<file path="src/rtl/input_debounce_if.sv">
// Signal bundle between raw switch/button inputs and the debounce stage.
// any_edge qualifies rise/fall; there is no back-pressure, so a consumer must
// take rise/fall in the single cycle that any_edge is high.
interface input_debounce_if #(
  parameter int WIDTH = 2
);
  logic [WIDTH-1:0] raw_in;
  logic [WIDTH-1:0] stable;
  logic [WIDTH-1:0] rise;
  logic [WIDTH-1:0] fall;
  logic             any_edge;

  modport master (
    output raw_in,
    input  stable,
    input  rise,
    input  fall,
    input  any_edge
  );

  modport slave (
    input  raw_in,
    output stable,
    output rise,
    output fall,
    output any_edge
  );
endinterface

</file>
<file path="src/rtl/input_debounce.sv">
// Per-channel 2-flop synchronizer, counter debounce and registered edge strobes.
// Every output is driven straight from a flop; raw_in only reaches the sync chain.
module input_debounce #(
  parameter int               WIDTH           = 2,
  parameter int               DEBOUNCE_CYCLES = 50000,
  parameter logic [WIDTH-1:0] RESET_VAL       = {WIDTH{1'b0}}
) (
  input  logic           clk,
  input  logic           rst,
  input_debounce_if.slave bus
);

  localparam int CW = (DEBOUNCE_CYCLES > 1) ? $clog2(DEBOUNCE_CYCLES) : 1;
  localparam logic [CW-1:0] CNT_LAST = CW'(DEBOUNCE_CYCLES - 1);

  logic [WIDTH-1:0]         r_sync1;
  logic [WIDTH-1:0]         r_sync2;
  logic [WIDTH-1:0]         r_stable;
  logic [WIDTH-1:0]         r_rise;
  logic [WIDTH-1:0]         r_fall;
  logic                     r_any_edge;
  logic [WIDTH-1:0][CW-1:0] r_cnt;

  logic [WIDTH-1:0]         w_differ;
  logic [WIDTH-1:0]         w_accept;

  // A channel accepts its new level on the cycle its count reaches the last value
  // while the synchronized input still disagrees with the stable level.
  always_comb begin
    w_differ = r_sync2 ^ r_stable;
    w_accept = '0;
    for (int i = 0; i < WIDTH; i++) begin
      w_accept[i] = w_differ[i] && (r_cnt[i] == CNT_LAST);
    end
  end

  always_ff @(posedge clk or posedge rst) begin
    if (rst) begin
      r_sync1 <= RESET_VAL;
      r_sync2 <= RESET_VAL;
    end else begin
      r_sync1 <= bus.raw_in;
      r_sync2 <= r_sync1;
    end
  end

  // Any return to agreement, or an acceptance, restarts the count from zero.
  always_ff @(posedge clk or posedge rst) begin
    if (rst) begin
      r_cnt <= '0;
    end else begin
      for (int i = 0; i < WIDTH; i++) begin
        if (!w_differ[i] || w_accept[i]) begin
          r_cnt[i] <= '0;
        end else begin
          r_cnt[i] <= r_cnt[i] + CW'(1);
        end
      end
    end
  end

  always_ff @(posedge clk or posedge rst) begin
    if (rst) begin
      r_stable   <= RESET_VAL;
      r_rise     <= '0;
      r_fall     <= '0;
      r_any_edge <= 1'b0;
    end else begin
      r_stable   <= (r_stable & ~w_accept) | (r_sync2 & w_accept);
      r_rise     <= w_accept & r_sync2;
      r_fall     <= w_accept & ~r_sync2;
      r_any_edge <= |w_accept;
    end
  end

  assign bus.stable   = r_stable;
  assign bus.rise     = r_rise;
  assign bus.fall     = r_fall;
  assign bus.any_edge = r_any_edge;

endmodule

</file>
<file path="src/flat_wrapper.sv">
// flat-port wrapper written by rule: the top's interface ports become plain ports
module input_debounce_flat 
#(
  parameter int               WIDTH           = 2,
  parameter int               DEBOUNCE_CYCLES = 50000,
  parameter logic [WIDTH-1:0] RESET_VAL       = {WIDTH{1'b0}}
)
  (clk, rst, bus_raw_in, bus_stable, bus_rise, bus_fall, bus_any_edge);
  input_debounce_if #(.WIDTH(WIDTH)) bus_i ();
  input  logic clk;
  input  logic rst;
  input wire logic [$bits(bus_i.raw_in)-1:0] bus_raw_in;
  output wire logic [$bits(bus_i.stable)-1:0] bus_stable;
  output wire logic [$bits(bus_i.rise)-1:0] bus_rise;
  output wire logic [$bits(bus_i.fall)-1:0] bus_fall;
  output wire logic [$bits(bus_i.any_edge)-1:0] bus_any_edge;
  assign bus_i.raw_in = bus_raw_in;
  assign bus_stable = bus_i.stable;
  assign bus_rise = bus_i.rise;
  assign bus_fall = bus_i.fall;
  assign bus_any_edge = bus_i.any_edge;
  input_debounce #(.WIDTH(WIDTH), .DEBOUNCE_CYCLES(DEBOUNCE_CYCLES), .RESET_VAL(RESET_VAL)) u_core (.clk(clk), .rst(rst), .bus(bus_i));
endmodule
</file>
<file path="config.mk">
export PLATFORM = sky130hd
export DESIGN_NAME = input_debounce_flat
export DESIGN_NICKNAME = d
export VERILOG_FILES = /design/src/rtl/input_debounce_if.sv /design/src/rtl/input_debounce.sv /design/src/flat_wrapper.sv
export SDC_FILE = /design/constraint.sdc
export NUM_CORES = 1
export LEC_CHECK = 0
export ABC_AREA = 1
export CORE_MARGIN = 2
export CORE_UTILIZATION = 48
export CTS_CLUSTER_DIAMETER = 120
export CTS_CLUSTER_SIZE = 12
export DETAILED_ROUTE_END_ITERATION = 12
export PLACE_DENSITY = 0.77
export SLEW_MARGIN = 20
export SYNTH_ARGS = -nofsm -noshare
export SYNTH_HDL_FRONTEND = slang
export SYNTH_SLANG_ARGS = --single-unit
</file>
<file path="constraint.sdc">
create_clock -name clk -period 1.52 [get_ports clk]
set_input_delay 0.152 -clock clk [delete_from_list [all_inputs] [get_ports clk]]
set_output_delay 0.152 -clock clk [all_outputs]
set_load 0.01 [all_outputs]
</file>
==> results by group <==
Status
  – Status: finished, final reports clean

Power
  – Clk pwr share: 45.1%
  – Sw frac: 20.5%
  – P_leak: 0.00100 uW
  – Peak supply drop: about 400 uV
  – Sw power: 477 uW
  – Reg power frac: between 50% and 60%
  – Combinational power share: 4.1%
  – Power Density: 918 nW/um^2
  – Int Pwr: 1850 uW

Place
  – Pre-CTS WS: 0.0905 ns
  – Cells after DPL: 330
  – Placed Area: 2380 sq um
  – # port buffers: 10
  – DP HPWL: 2.86 mm
  – RePlAce Congestion: 0.882

Drt
  – DR WL/cell: 11.7 microns
  – Drt first pass iters: 4
  – Post-DRT Antenna Nets: 0
  – Via-to-Cell Ratio: 5.03
  – Routed wire length: about 4 mm
  – Via count: ~1700
  – DRT iter0 DRCs: 123
  – Remaining DRCs: 0

Final layout
  – Final instance area: 2540 sq um
  – Area Overhead vs Synth: 14.0%
  – Share of layout cells above drive strength 1: 13.3%
  – Nets@finish: approximately 290
  – Fin cells: between 300 and 400
  – Commonest non-fill, non-tap cell in the layout: nand2_1
  – Post-layout util: 57.5%
  – ANT cells: 0
  – Most frequent cells in the layout: nand2_1, nor2_1, dfrtp_1

Clock network
  – Root Buffer: clkbuf_8
  – Num CTS Buffers: 5
  – Clk sinks: between 40 and 50
  – Clk pin slew, worst setup/hold paths: roughly 0.080 ns
  – CTS max path bufs: 2
  – CTS tree: built
  – H-tree Lvls: 2
  – Setup bufs post-CTS: 0
  – Clk Latency, worst-skew pair: approximately 0.29 ns

Critical path
  – CP Class: reg2out
  – CP Data Arrival Time: 1.28 ns
  – Reg-to-reg endpoint: u_core.r_cnt[15]$_DFF_PP0_
  – Worst reg-to-reg path cell count: 6
  – Critical Path, Cell by Cell: clkdlybuf4s50_1
  – CP peak stage delay: 0.56 ns
  – R2R setup slack: 0.09 ns
  – Slowest-stage cell, CP: clkdlybuf4s50_1
  – Critical path buffers and inverters: 1
  – RR Startpoint: u_core.r_cnt[0]$_DFF_PP0_
  – CP required: 1.37 ns
  – Crit path max-delay family: buffers and inverters
  – CP Max Fanout: 5
  – Startpoint Class: flop
  – Critical path endpoint category: primary output

STA
  – Setup ws final: approximately 0.086 ns
  – Fin. Hold Viols: 0
  – Max frequency: 0.697 GHz
  – WHS: 0.213 ns
  – Slew HR: 68.0%
  – Final Max Tran Viols: 0
  – Worst-Margin Slew: 0.478 ns
  – Post-layout min period: 1.43 ns
  – Setup violators final: 0
  – Worst clock skew: between 0.002 and 0.003 ns
  – Period utilisation layout: a little over nine tenths

Die
  – Core box area: 4410 sq um
  – Die width: 72.1 microns
  – Row count: 24
  – Initial Util: 50.4%
  – Chip height: 72.1 microns
  – Die area: 5200 sq um
  – IO Pins: 11

Global routing
  – Largest net degree at the start of global routing: 44
  – GR Overflow Total: 0
  – First-pass GRT wire length: 7.25 mm
  – Vias in the first global route: approximately 1700
  – Total track usage: 17.7%
  – Initial antenna violation count: 0

Synthesis
  – Ys Warns: 0
  – Syn Nets: roughly 280
  – Share of the yosys chip area belonging to registers: 48.4%
  – Syn_area_per_cell: about 8.3 sq um
  – Synthesized cell area: approximately 2200 sq um
  – Yosys cell types: 22
  – Synth Instances: 269
  – Yosys reg bits: 43

Flow run
  – MaxCap Viol Count: 0

Hold path
  – Worst hold path class: in2async
==> stage by stage <==
step / TNS [ns] / power [uW]
after floorplan: 0 / 1270
final: 0 / 2330
after global placement: 0 / 1290
after CTS: 0 / 2360
after global routing: -0.0186 / 2410
after detailed placement: 0 / 1300
==> power by group through the flow <==
stage	Clock, uW	Sequential (uW)	Combinational, uW
2_1_floorplan	0	1200	72.1
3_3_place_gp	0	1200	91.2
3_5_place_dp	0	1200	93.4
4_1_cts	1080	1180	95.8
5_1_grt	1110	1180	110
6_report	1050	1180	95.8
==> state kept, by name, indices dropped and copies added, names as in the netlist, named ones only <==
signal and count:
u_core.bus.any_edge 1, u_core.bus.fall 2, u_core.bus.rise 2, u_core.r_cnt 32
u_core.r_sync1 2, u_core.r_sync2 2
==> worst register-to-register path: stages (launching register included) <==
cell and delay, ns:
dfrtp_1 0.40, ha_2 0.24, nand3_2 0.16, nor2_4 0.18, nand2_2 0.12, nand2_8 0.14, nor2_1 0.07
==> metal layers <==
layer  part of all wire [%]  wire length [microns]  up-vias  track usage [%]
met3                    3.1                    121        7             4.58
li1                       -                      -      882                -
met4                    1.5                     59        0             6.92
met5                      0                      0        -                0
met2                     46                   1820       23             27.6
met1                     49                   1950      789             23.7
==> how the worst max path moves through the flow <==
stage	from	end	slack (ns)	cells past startpoint
detailed placement	u_core.r_cnt[0]$_DFF_PP0_	u_core.r_cnt[15]$_DFF_PP0_	0.09	6
global route	u_core.r_cnt[0]$_DFF_PP0_	u_core.r_cnt[1]$_DFF_PP0_	-0.008	6
floorplan	u_core.r_cnt[16]$_DFF_PP0_	u_core.r_cnt[22]$_DFF_PP0_	0.17	7
CTS	u_core.r_cnt[0]$_DFF_PP0_	u_core.r_cnt[1]$_DFF_PP0_	0.05	6
global placement	u_core.r_cnt[16]$_DFF_PP0_	u_core.r_cnt[31]$_DFF_PP0_	0.14	6
finish	flop	bus_stable[0]	0.09	1
==> layout make-up <==
type / count / area (sq um)
Tap cell: 52 / 65.1
Fill cell: 379 / 1880
Timing Repair Buffer: 11 / 120
Multi-Input combinational cell: 197 / 1040
Inverter: 27 / 101
Clock inverter: 3 / 67.6
Sequential cell: 43 / 1080
Clock buffer: 5 / 68.8
==> cells in the mapped netlist (all sizes together) <==
cell type  number  area (sq um)
o21ai           5          25.0
xnor2           4          35.0
buf             2          31.3
dfrtp          43          1080
ha              2          25.0
o21bai          2          15.0
nand4          16           100
xor2           11          96.3
inv            27           101
nand3          16          97.6
nor3            1          5.00
nor2           72           323
nand2          68           294
==> logic make-up (layout without fill, tap and decap cells) <==
group | Yosys count | in the layout | synth area share, %
compound gates | 7 | 7 | 1.80
xor+xnor | 15 | 15 | 5.91
fa+ha+maj | 2 | 2 | 1.12
buf+inv | 29 | 46 | 5.96
flops | 43 | 43 | 48.4
simple gates | 173 | 173 | 36.8
==> what timing repair did <==
action	CTS	global route
hold buffers	0	0
resized for setup	0	6
setup endpoints to repair	0	25
No activity file was read; power rests on OpenSTA's default activity.
